--- config.mk ---
export PLATFORM = sky130hd
export DESIGN_NAME = alu_op_sequencer
export DESIGN_NICKNAME = d
export VERILOG_FILES = /design/src/rtl/alu_op_sequencer.sv
export SDC_FILE = /design/constraint.sdc
export NUM_CORES = 1
export LEC_CHECK = 0
export CELL_PAD_IN_SITES_DETAIL_PLACEMENT = 1
export CELL_PAD_IN_SITES_GLOBAL_PLACEMENT = 2
export CORE_MARGIN = 4
export CORE_UTILIZATION = 27
export DETAILED_ROUTE_END_ITERATION = 10
export PLACE_DENSITY = 0.86
export RECOVER_POWER = 50
export SLEW_MARGIN = 20
export SYNTH_ARGS = -nofsm -noshare
export SYNTH_HDL_FRONTEND = slang
export SYNTH_SLANG_ARGS = --single-unit
export TNS_END_PERCENT = 30
--- constraint.sdc ---
create_clock -name clk -period 3.6 [get_ports clk]
set_clock_uncertainty 0.05 [all_clocks]
set_input_delay 0.54 -clock clk [delete_from_list [all_inputs] [get_ports clk]]
set_output_delay 0.54 -clock clk [all_outputs]
set_load 0.1 [all_outputs]
--- src/rtl/alu_op_sequencer.sv ---
// alu_op_sequencer: valid/ready front-end for the 16-bit ALU.
// Registers one op, executes it for a cycle, keeps Z/V/N and evaluates branches.
module alu_op_sequencer #(
  parameter int WIDTH = 16
) (
  input  logic             clk,
  input  logic             rst_n,
  input  logic             flush,
  input  logic             req_valid,
  output logic             req_ready,
  input  logic [3:0]       req_opcode,
  input  logic [WIDTH-1:0] req_a,
  input  logic [WIDTH-1:0] req_b,
  output logic [3:0]       alu_opcode,
  output logic [WIDTH-1:0] alu_in1,
  output logic [WIDTH-1:0] alu_in2,
  input  logic [WIDTH-1:0] alu_out,
  input  logic             alu_zero_en,
  input  logic             alu_ovf_en,
  input  logic             alu_neg_en,
  input  logic             alu_ovf,
  output logic             rsp_valid,
  input  logic             rsp_ready,
  output logic [WIDTH-1:0] rsp_result,
  output logic             flag_z,
  output logic             flag_v,
  output logic             flag_n,
  input  logic [2:0]       cond,
  output logic             branch_taken
);

  typedef enum logic [1:0] {
    IDLE,
    EXEC,
    HOLD
  } state_t;

  typedef struct packed {
    logic [3:0]       opcode;
    logic [WIDTH-1:0] a;
    logic [WIDTH-1:0] b;
  } op_t;

  state_t state;
  state_t state_nx;
  op_t    op_q;
  logic   accept;
  logic   capture;

  always_comb begin
    state_nx  = state;
    req_ready = 1'b0;
    rsp_valid = 1'b0;
    unique case (state)
      IDLE: begin
        req_ready = !flush;
        if (!flush && req_valid)
          state_nx = EXEC;
      end
      EXEC: begin
        state_nx = flush ? IDLE : HOLD;
      end
      HOLD: begin
        // flush masks the response so no handshake can slip through
        rsp_valid = !flush;
        req_ready = rsp_ready && !flush;
        if (flush)
          state_nx = IDLE;
        else if (rsp_ready)
          state_nx = req_valid ? EXEC : IDLE;
      end
      default: state_nx = IDLE;
    endcase
  end

  assign accept  = req_valid && req_ready;
  assign capture = (state == EXEC) && !flush;

  always_ff @(posedge clk or negedge rst_n) begin
    if (!rst_n)
      state <= IDLE;
    else
      state <= state_nx;
  end

  always_ff @(posedge clk or negedge rst_n) begin
    if (!rst_n)
      op_q <= '0;
    else if (accept)
      op_q <= '{opcode: req_opcode, a: req_a, b: req_b};
  end

  assign alu_opcode = op_q.opcode;
  assign alu_in1    = op_q.a;
  assign alu_in2    = op_q.b;

  always_ff @(posedge clk or negedge rst_n) begin
    if (!rst_n) begin
      rsp_result <= '0;
      flag_z     <= 1'b0;
      flag_v     <= 1'b0;
      flag_n     <= 1'b0;
    end else if (capture) begin
      rsp_result <= alu_out;
      if (alu_zero_en)
        flag_z <= (alu_out == '0);
      if (alu_neg_en)
        flag_n <= alu_out[WIDTH-1];
      if (alu_ovf_en)
        flag_v <= alu_ovf;
    end
  end

  always_comb begin
    branch_taken = 1'b0;
    unique case (cond)
      3'b000: branch_taken = !flag_z;
      3'b001: branch_taken = flag_z;
      3'b010: branch_taken = !flag_z && !flag_n;
      3'b011: branch_taken = flag_n;
      3'b100: branch_taken = flag_z || !flag_n;
      3'b101: branch_taken = flag_n || flag_z;
      3'b110: branch_taken = flag_v;
      3'b111: branch_taken = 1'b1;
    endcase
  end

endmodule

---- After elaboration in Yosys (flattened, before gate mapping) ----
Index checks and enable logic that the tools add are counted.
operators by class
  eq/ne operators ......................... 11
  multiplexer cells ....................... 9
  reduce and logical (&&, ||, !) cells .... 17
operator list
  kind                                                 number
  logical NOT 16 bit                                   1
  equality test 3 bit, second input constant           4
  two-way mux 2 bit                                    4
  case mux 1 bit (8 select lines)                      1
  AND reduction 2 bit                                  4
  equality test 3 x 2 -> 1 bit, second input constant  2
  case mux 2 bit (3 select lines)                      1
  logical AND 1 bit                                    5
  equality test 3 x 1 -> 1 bit, second input constant  1
  logical NOT 1 bit                                    3
  logical NOT 3 bit                                    1
  != test 3 bit, second input constant                 1
  equality test 2 x 1 -> 1 bit, second input constant  1
  equality test 2 bit, second input constant           1
  logical NOT 2 bit                                    1
  logical OR 1 bit                                     2
  two-way mux 1 bit                                    2
  != test 2 bit, second input constant                 1
  case mux 1 bit (2 select lines)                      1
storage, ports and cells
  flip-flop bits (word level) ............. 57
  input bits .............................. 64
  output and inout port bits .............. 58

---- Longest topological paths before layout ----
  depth after elaboration ................. 4
  gate-level depth with buffers ........... 5
  gate-level depth less buffers ........... 4

---- Worst setup path before layout ----
OpenSTA, ideal clock, no wires.
  path kind ............................... input port to output port
  start ................................... in flush
  end ..................................... out rsp_valid
  data arrival time ....................... 2.752 ns
  slack ................................... 0.258 ns
  stages on the path ...................... 1
  cell sequence ........................... nor3b_1
on the way
  word-level cells in the longest chain between the ends .. 2
RTL lines
  item                RTL line  text
  start: declaration  8         input logic flush,
  logical NOT 1 bit   65        rsp_valid = !flush;
  two-way mux 1 bit   54        unique case (state)
  end: declaration    22        output logic rsp_valid,
Every way passes these cells.

---- Worst setup path after layout ----
  start ................................... in flush
  end ..................................... reg flag_v
on the way
  word-level cells in the longest chain between the ends .. 3
RTL lines
  item                           RTL line  text
  logical NOT 1 bit              77        assign capture = (state == EXEC) && !flush;
  logical AND 1 bit              77
  AND reduction 2 bit (no line)  n/a
  end signal: assignment         110       flag_v <= alu_ovf;
  end: declaration               26        output logic flag_v,
Every way passes these cells.
A chain may end at the register's enable or synchronous reset.

==> run_results.csv <==
group,metric,value,unit
routing,drt_iter0_drc,23,
timing,hold_viol_final,0,
timing,setup_viol,0,
synth,netlist_top_cells_area,"dfrtp_1, mux2_4, mux2_2, buf_6, mux2i_1",
routing,wl,6.32,mm
synth,synth_top_family_by_area,"multiplexers",
synth,async_reset_ff_frac,1.00,
synth,synth-xor-area-share,0,
placed_design,place.gp.congestion,0.700,
power_and_ir_drop,peakVddDrop,0.000330,V
worst_setup_path,required,3.76,ns
synth,synth_cell_type_count,20,
synth,synth_compound_area_frac,0.0120,
cts,post-cts-setup-buffers,0,
global_routing,antenna_found_initial,0,
worst_setup_path,critPathCaptureType,"register",
timing,relSlewSlack,-0.0619,
cts,cts_buffers,9,
global_routing,track_usage,0.124,
routing,wl_per_cell,16.3,um
run_status,status,"complete, but fails checks",
synth,synth_top_cell_by_area,"dfrtp_1",
floorplan,die_w,102,um
global_routing,first_global_vias,1928,
final_layout,seqCellArea,1430,um^2
timing,min_period_over_period,0.757,
routing,final_antenna_net_count,0,
worst_setup_path,cpPeakStageDelay,1.22,ns
synth,netlist_area,2390,um^2
synth,synth_seq_cells,57,
final_layout,finish.utilization,0.448,
floorplan,die_area,10400,um^2
routing,firstDrtPassIters,3,
floorplan,rows,34,
worst_setup_path,crit_fanout,19,
cts,insertion_delay,0.32,ns
cts,cts_htree_levels,3,
synth,synthSimpleGateAreaFrac,0.0545,
power_and_ir_drop,switching_share,0.471,
timing,rsz0062_at_grt,"no",
power_and_ir_drop,seqPwrFrac,0.270,
worst_setup_path,crit_family,"simple AND/OR/NAND/NOR gates",
worst_setup_path,slowest_stage,"nor2_1",
synth,synth.area.mux_share,0.313,
global_routing,grt_overflow,0,
cts,max-clock-path-buffers,2,
timing,tightest_slew,1.59,ns
synth,synthCells,145,
timing,final.setup.tns,0,ns
cts,cts_tree,"yes",
final_layout,drive_above_1_share,0.240,
timing,min_period,2.73,ns
worst_setup_path,reg2reg_slack,1.19,ns
floorplan,ioPinCount,122,
worst_setup_path,arrival,2.88,ns
cts,root_buffer,"clkbuf_8",
power_and_ir_drop,power_density,805,nW/um^2
cts,postCtsHoldBufs,0,
job,maxCapViolations,1,
floorplan,core,8680,um^2
synth,synthFlopType,"dfrtp_1",
worst_hold_path,hp-class,"input port to asynchronous set/reset pin",
final_layout,n_antenna_cell,0,
synth,yosys-top-cells-count,"dfrtp_1, mux2_4, mux2_2",
power_and_ir_drop,clockPowerShare,0.234,
synth,syn_area_per_cell,16.5,um^2
timing,fin_hold_ws,0.446,ns
worst_setup_path,crit_start,"flush",
power_and_ir_drop,internal_power,1650,uW
final_layout,n_fill_cell,918,
placed_design,dp_hpwl,4.83,mm
synth,synth_fa_ha_area_frac,0,
placed_design,place_inst,371,
worst_setup_path,start_kind,"input port",
final_layout,final_cell_area,3890,um^2
routing,vias,1661,
cts,cts_resized,0,
worst_setup_path,reg2reg_to,"flag_v",
worst_setup_path,r2r_cells,4,
worst_setup_path,crit_cells,4,
power_and_ir_drop,leakage,0.00167,uW
final_layout,nNetsFinal,338,
cts,clkSinkCount,57,
timing,final-max-slew-violation-count,20,
final_layout,area_growth,62.8,%
floorplan,start_util,0.275,
global_routing,grt_max_degree,38,
run_status,violations,"capacitance limit, slew limit",
floorplan,chipHeight,102,um
routing,avgViaCountPerCell,4.29,
synth,synth_nets,209,
cts,clk_pin_slew_worst_paths,0.08,ns
global_routing,grt_pass1_wl,9.90,mm
synth,synth_edf_count,0,
power_and_ir_drop,pwr-share-comb,0.496,
power_and_ir_drop,power_switching,1480,uW
worst_setup_path,cp_num_buf_inv,1,
timing,max_freq,367,MHz
worst_setup_path,r2r-start,"state[0]",
final_layout,multi_input_comb_area,868,um^2
worst_setup_path,worstPathCellList,"dlygate4sd3_1 -> nor2_1 -> nand2_1 -> mux2_2",
final_layout,stdcell_count,387,
worst_setup_path,crit_end,"flag_v",
synth,synth-warning-count,0,
worst_setup_path,path_class,"input port to register",
synth,synth_top_area_frac,0.597,
synth,ys_seq_area_frac,0.597,
synth,synth_most_common_cell,"dfrtp_1",
routing,drc_errors,0,
placed_design,portBuffers,121,
placed_design,dpl_cell_area,3680,um^2
==> routing by layer <==
metal | global-route usage | part of all wire | up-vias
met1 | 0.148 | 0.41 | 812
met4 | 0.0363 | 0.0030 | 0
met5 | 0 | 0 | -
met2 | 0.204 | 0.50 | 73
met3 | 0.0526 | 0.084 | 2
li1 | - | - | 774
==> final cells by class <==
type                            instances  share of cell area
Timing Repair Buffer                  122               0.309
Multi-Input combinational cell         81               0.223
Clock inverter                          5              0.0264
Clock buffer                           11              0.0364
Inverter                                3             0.00290
Tap cell                              108              0.0348
Sequential cell                        57               0.367
==> placed cells by master, fill, tap and decap left out, types with 2 or more instances in the layout <==
master / instances
a21oi_1: 2
mux2_2: 25
clkbuf_1: 2
mux2_1: 8
nor4_1: 4
mux2_4: 21
clkdlybuf4s50_1: 115
bufinv_16: 3
dfrtp_1: 57
nand2_1: 5
inv_1: 3
nand2b_1: 3
buf_4: 3
clkbuf_8: 10
mux2i_1: 3
dlygate4sd3_1: 2
==> flip-flops by register name (all words and copies together), names as in the netlist <==
name and flops:
rsp_result 16, flag_n 1, alu_in2 16, state 2
flag_z 1, flag_v 1, alu_in1 16, alu_opcode 4
==> power groups by stage <==
stage | Clock (uW) | Sequential [uW] | Combinational (uW)
after CTS | 755 | 849 | 1580
final | 733 | 846 | 1550
after floorplan | 0 | 1800 | 225
after global routing | 787 | 866 | 1600
after detailed placement | 0 | 857 | 1580
after global placement | 0 | 854 | 1560
==> worst min-delay path by stage <==
| stage | slack (ns) | end | start |
|---|---|---|---|
| floorplan | 0.19 | alu_in1[0] | rst_n |
| global placement | 0.44 | alu_in2[5] | alu_in2[5] |
| detailed placement | 0.44 | alu_in1[9] | alu_in1[9] |
| CTS | 0.15 | alu_in2[10] | rst_n |
| global route | 0.47 | alu_in2[5] | alu_in2[5] |
| finish | 0.45 | alu_in2[10] | rst_n |
==> per-stage QoR <==
step	worst slack [ns]	power [uW]
after detailed placement	1.17	2440
after floorplan	0.258	2020
after CTS	1.10	3190
after global routing	0.674	3250
after global placement	1.21	2420
final	0.873	3130
==> logic make-up (layout without fill, tap and decap cells) <==
| group | count (synthesis) | count (layout) |
|---|---|---|
| multiplexers | 57 | 57 |
| buffers and inverters | 7 | 141 |
| AO/OA/AOI/OAI | 5 | 5 |
| flip-flops | 57 | 57 |
| AND/OR/NAND/NOR | 19 | 19 |
(Power assumes the default switching activity.)
